`src/rtl/clk_div_n.sv`:
```
// -----------------------------------------------------------------------------
// clk_div_n
//   Runtime-programmable integer clock divider. It produces a 50%-duty divided
//   clock for even and odd divisors, a one-cycle strobe at the start of each
//   output period, and a one-cycle error pulse when a divisor request is
//   rejected. A new divisor is only adopted at a period boundary, so clk_out
//   never glitches.
//
// Ports
//   clk        in   source clock (posedge logic plus one negedge flop)
//   rst        in   synchronous active-high reset
//   en         in   count enable; low freezes the divider and holds clk_out
//   load       in   one-cycle strobe requesting a new divisor
//   div_val    in   requested divisor, sampled when load = 1 (must be >= 2)
//   clk_out    out  divided clock, N/2 source periods high
//   tick       out  high for the source cycle in which clk_out rises
//   err        out  one-cycle pulse after a rejected load (div_val < 2)
//   div_active out  divisor currently in use
// -----------------------------------------------------------------------------
module clk_div_n #(
    parameter int WIDTH       = 8,
    parameter int DEFAULT_DIV = 3
) (
    input  logic             clk,
    input  logic             rst,
    input  logic             en,
    input  logic             load,
    input  logic [WIDTH-1:0] div_val,
    output logic             clk_out,
    output logic             tick,
    output logic             err,
    output logic [WIDTH-1:0] div_active
);

    localparam logic [WIDTH-1:0] DEF_DIV = WIDTH'(DEFAULT_DIV);
    localparam logic [WIDTH-1:0] ONE     = WIDTH'(1);
    localparam logic [WIDTH-1:0] TWO     = WIDTH'(2);

    logic [WIDTH-1:0] cnt;
    logic [WIDTH-1:0] pend_div;
    logic             pending;
    logic             q_pos;
    logic             q_neg;

    logic             wrap;
    logic             apply;
    logic [WIDTH-1:0] n_next;
    logic [WIDTH-1:0] cnt_next;
    logic [WIDTH-1:0] half_next;

    // NOTE: every signal gets a value on every path through always_comb,
    // otherwise synthesis infers a latch to hold the old value.
    always_comb begin
        wrap     = (cnt == div_active - ONE);
        apply    = wrap & pending;
        // The period that starts on this edge already uses the new divisor.
        n_next   = apply ? pend_div : div_active;
        cnt_next = wrap ? '0 : cnt + ONE;
        // ceil(N/2) written as floor(N/2) + lsb so that N = 2^WIDTH-1 does
        // not overflow the WIDTH-bit arithmetic.
        half_next = (n_next >> 1) + {{(WIDTH-1){1'b0}}, n_next[0]};
    end

    // NOTE: sequential state uses non-blocking assignments so that every
    // flop samples the pre-edge values, independent of statement order.
    always_ff @(posedge clk) begin
        if (rst) begin
            cnt        <= DEF_DIV - ONE;
            div_active <= DEF_DIV;
            pend_div   <= DEF_DIV;
            pending    <= 1'b0;
            q_pos      <= 1'b0;
            tick       <= 1'b0;
            err        <= 1'b0;
        end else begin
            err <= 1'b0;

            if (en) begin
                cnt   <= cnt_next;
                q_pos <= (cnt_next < half_next);
                tick  <= wrap;
                if (apply) begin
                    div_active <= pend_div;
                    pending    <= 1'b0;
                end
            end else begin
                tick <= 1'b0;
            end

            // Loads are accepted even while frozen. A load on the apply edge
            // is written after the apply above, so it becomes the next
            // pending request rather than being lost.
            if (load) begin
                if (div_val >= TWO) begin
                    pend_div <= div_val;
                    pending  <= 1'b1;
                end else begin
                    err <= 1'b1;
                end
            end
        end
    end

    // Half-cycle delayed copy of q_pos; ANDing it in trims the odd-N high
    // phase from (N+1)/2 to N/2 source periods. When frozen it simply copies
    // the held q_pos, so clk_out keeps its level.
    always_ff @(negedge clk) begin
        if (rst) begin
            q_neg <= 1'b0;
        end else begin
            q_neg <= q_pos;
        end
    end

    // Parity comes from the registered divisor, so the path choice only
    // changes at the same edge that starts the new period.
    assign clk_out = div_active[0] ? (q_pos & q_neg) : q_pos;

endmodule

```
`config.mk`:
```
export PLATFORM = sky130hd
export DESIGN_NAME = clk_div_n
export DESIGN_NICKNAME = d
export VERILOG_FILES = /design/src/rtl/clk_div_n.sv
export SDC_FILE = /design/constraint.sdc
export NUM_CORES = 1
export LEC_CHECK = 0
export ABC_AREA = 1
export CORE_MARGIN = 1.5
export CORE_UTILIZATION = 60
export CTS_CLUSTER_DIAMETER = 80
export CTS_CLUSTER_SIZE = 12
export DETAILED_ROUTE_END_ITERATION = 16
export PLACE_DENSITY = 0.88
export RECOVER_POWER = 50
export SETUP_SLACK_MARGIN = 0.4
export SLEW_MARGIN = 5
export SYNTH_ARGS = -nofsm -noshare
export SYNTH_HDL_FRONTEND = slang
export SYNTH_SLANG_ARGS = --single-unit
export TNS_END_PERCENT = 1
```
`constraint.sdc`:
```
create_clock -name clk -period 5.1 [get_ports clk]
set_input_delay 0.51 -clock clk [delete_from_list [all_inputs] [get_ports clk]]
set_output_delay 0.51 -clock clk [all_outputs]
set_load 0.01 [all_outputs]
```
# Word level (Yosys, flattened, before mapping)
# Index checks and enable logic that the tools add are counted.
# Widths: inputs -> output; s select.
# op_classes
addsub	3
magnitude_cmp	2
eq_ne	1
muxes	8
bitwise	4
n_reduce_logical	3
# op_table
op	n
$mux 8	2
$add 7x1->8	1
$add 8x1->8 const B	1
$eq 8x8->1	1
$ge 8x2->1 const B	1
$lt 8x8->1	1
$sub 8x1->8 const B	1
$mux 1	6
$reduce_or 2->1	2
$and 1x1->1	2
$not 1->1	2
$reduce_and 2->1	1
# totals
ff_bits	29
input_bits	12
out_inout_bits	11
word_cells	29

# Logic depth before layout (Yosys ltp)
# depth
word_depth	7
depth_mapped	27
depth_no_buf	26

==> results.json <==
{
  "status": "completed",
  "hold_slack_ps": 452,
  "netlist_area_sq_um": 1940,
  "finalHoldViolations": 0,
  "clockRootBuffer": "clkbuf_4",
  "postSynthCellCount": 291,
  "io_buffers": 22,
  "path_delay_family": "buffers and inverters",
  "antenna_found_initial": 0,
  "drv_cap": 0,
  "slowest_delay_ps": 530,
  "crit_chain": "nor2_1, nor2_1, clkdlybuf4s50_1",
  "die-area_sq_um": 3580,
  "synth_area_leaders": "dfxtp_1 30%, nand2_1 13%, inv_1 8.1%",
  "wirelength_microns": 4150,
  "clkSlewWorstSetupHoldPaths_ps": 90,
  "max-vdd-ir-drop_mv": 0.163,
  "die_h_microns": 59.9,
  "async_reset_ff_share_pct": 0,
  "worst-path-buf-inv": 1,
  "grt_pass1_wl_microns": 6890,
  "hp-class": "reg2reg",
  "relSlewSlack_pct": 61.4,
  "slew_violations": 0,
  "tritoncts": "yes",
  "critPathCaptureType": "primary output",
  "crit_type": "reg2out",
  "critPathRequiredTime_ps": 4590,
  "drtIter0Drc": 71,
  "cts.sinks": 29,
  "pwr_density_cell_nw_per_um2": 244,
  "rows": 20,
  "drcViolationCount": 0,
  "htree_num_levels": 2,
  "first_pass_iters": 4,
  "antenna_left": 0,
  "cp_num_cells": 3,
  "fillers": 274,
  "via_per_inst": 5.09,
  "finalInstanceArea_sq_um": 2220,
  "worstReg2RegEnd": "q_pos",
  "place.gp.congestion": 0.891,
  "ys_types": 30,
  "finalWorstSetupSlack_ps": 718,
  "cts_hold_buf": 0,
  "vias": 1831,
  "synth_seq_cells": 29,
  "yosysMostFrequentCell": "nand2_1",
  "critPathLaunch": "q_neg",
  "die_w_microns": 59.9,
  "cts_resized": 0,
  "clock_skew_ps": 45.8,
  "synth_top_cell_by_area": "dfxtp_1",
  "grt_use_total_pct": 26.1,
  "start_util_pct": 63.5,
  "dp_hpwl_microns": 3210,
  "leakagePower_uw": 0.00114,
  "endpoint": "clk_out",
  "postSynthAreaPerCell_sq_um": 6.66,
  "reg2reg_slack_ps": 1150,
  "areaGrowthSynthToFinish_pct": 14.5,
  "yosysTopAreaCellShare_pct": 29.9,
  "rr_worst_depth": 24,
  "clk_latency_ps": 370,
  "cp-start-kind": "register",
  "critPathMaxFanout": 1,
  "setup_viol": 0,
  "layout.cells.non_filler": 360,
  "core_area_sq_um": 3050,
  "grt.overflow.total": 0,
  "cp_slowest_cell": "clkdlybuf4s50_1",
  "synth-main-ff-cell": "dfxtp_1",
  "ys_warn_count": 0,
  "wl_per_cell_microns": 11.5,
  "crit_top_cell": "nor2_1",
  "seq_area_frac_synth_pct": 29.9,
  "rsz0062_at_grt": "no",
  "drive_gt1_share_pct": 7.91,
  "grt_pass1_vias": 1587,
  "ios": 23,
  "synth_edf_count": 0,
  "clockBufferDepth": 2,
  "fin_nets": 338,
  "r2r-start": "div_active[0]",
  "place_area_sq_um": 2180,
  "tightestPinTransition_ps": 577,
  "place_inst": 352,
  "cts_buffers": 5,
  "setup_tns_ps": 0,
  "place_ws_ps": 1090,
  "synth_nets": 314,
  "antenna_cells": 0,
  "cp.arrival_ps": 3870,
  "grt_max_degree": 19,
  "post-cts-setup-buffers": 0,
  "ys_top_cells_by_count": "69 x nand2_1, 42 x inv_1, 39 x nor2_1"
}
==> tightest hold or removal path, stage by stage, from the launching register on <==
cell     delay [ps]
dfxtp_1         320
nand2_1          60
nand2_1          40
==> cell usage in the layout (no fill, tap or decap), drive strengths merged <==
| master | synthesis | routed |
|---|---|---|
| and2 | 1 | 1 |
| clkinv | 2 | 3 |
| nand2 | 75 | 75 |
| buf | 2 | 1 |
| clkbuf | 4 | 7 |
| ha | 11 | 11 |
| nor4 | 1 | 1 |
| o211ai | 3 | 3 |
| nand3 | 15 | 15 |
| dlygate4sd3 | 0 | 11 |
| o21ai | 28 | 28 |
| nor3 | 2 | 2 |
| nand4 | 1 | 1 |
| a211oi | 3 | 3 |
| o21a | 1 | 1 |
| xnor2 | 4 | 4 |
| nor2 | 45 | 45 |
| dfxtp | 29 | 29 |
| clkdlybuf4s50 | 0 | 11 |
| inv | 45 | 45 |
| a21oi | 15 | 15 |
| xor2 | 4 | 4 |
==> power by group <==
| group | total (uW) | internal, uW | leakage (uW) | switching (uW) |
|---|---|---|---|---|
| Clock | 133 | 54.6 | 0.0000346 | 78.7 |
| Combinational | 151 | 62.0 | 0.000865 | 89.3 |
| Sequential | 256 | 242 | 0.000240 | 13.9 |
==> worst min-delay path by stage <==
stage                           start          end  slack [ps]  depth (start not counted)
final                     pend_div[1]  pend_div[1]         450                          2
after detailed placement  pend_div[1]  pend_div[1]         440                          2
after CTS                 pend_div[1]  pend_div[1]         450                          2
after global routing      pend_div[1]  pend_div[1]         470                          2
after global placement    pend_div[1]  pend_div[1]         430                          2
after floorplan           pend_div[1]  pend_div[1]         420                          2
==> logic make-up after synthesis <==
kind of cell	after synthesis	share of synthesized area [%]
adders and majority gates	11	7.10
buffers and inverters	53	11.1
DFF	29	29.9
and+or+nand+nor	140	32.7
xor gates and xnor gates	8	3.61
AOI/OAI and AO/OA	50	15.5
==> stage by stage <==
step | total power [uW] | util (%)
after detailed placement | 418 | 71.5
after floorplan | 374 | -
after global routing | 574 | 72.7
after global placement | 413 | 71.5
final | 541 | 72.7
after CTS | 547 | 73.2
==> cell type report <==
class / instances / area (sq um) / area share [%]
well taps: 44 / 55.1 / 2.48
multi-input cells: 209 / 1130 / 50.9
inverters: 46 / 173 / 7.77
flip-flops and latches: 29 / 581 / 26.1
clock buffers: 7 / 45.0 / 2.03
repair buffers: 23 / 228 / 10.3
clock inverters: 2 / 8.76 / 0.394
==> flip-flops by register name (all words and copies together) (netlist names) <==
name	count
cnt	8
pending	1
err	1
q_neg	1
tick	1
pend_div	8
div_active	8
q_pos	1
==> layer usage <==
metal,up-vias,track usage [%],share of wire (%)
li1,966,-,-
met3,9,5.19,2.8
met5,-,0,0
met2,30,46.0,49
met4,0,9.84,2.2
met1,826,30.8,46
No activity file was read; power rests on OpenSTA's default activity.
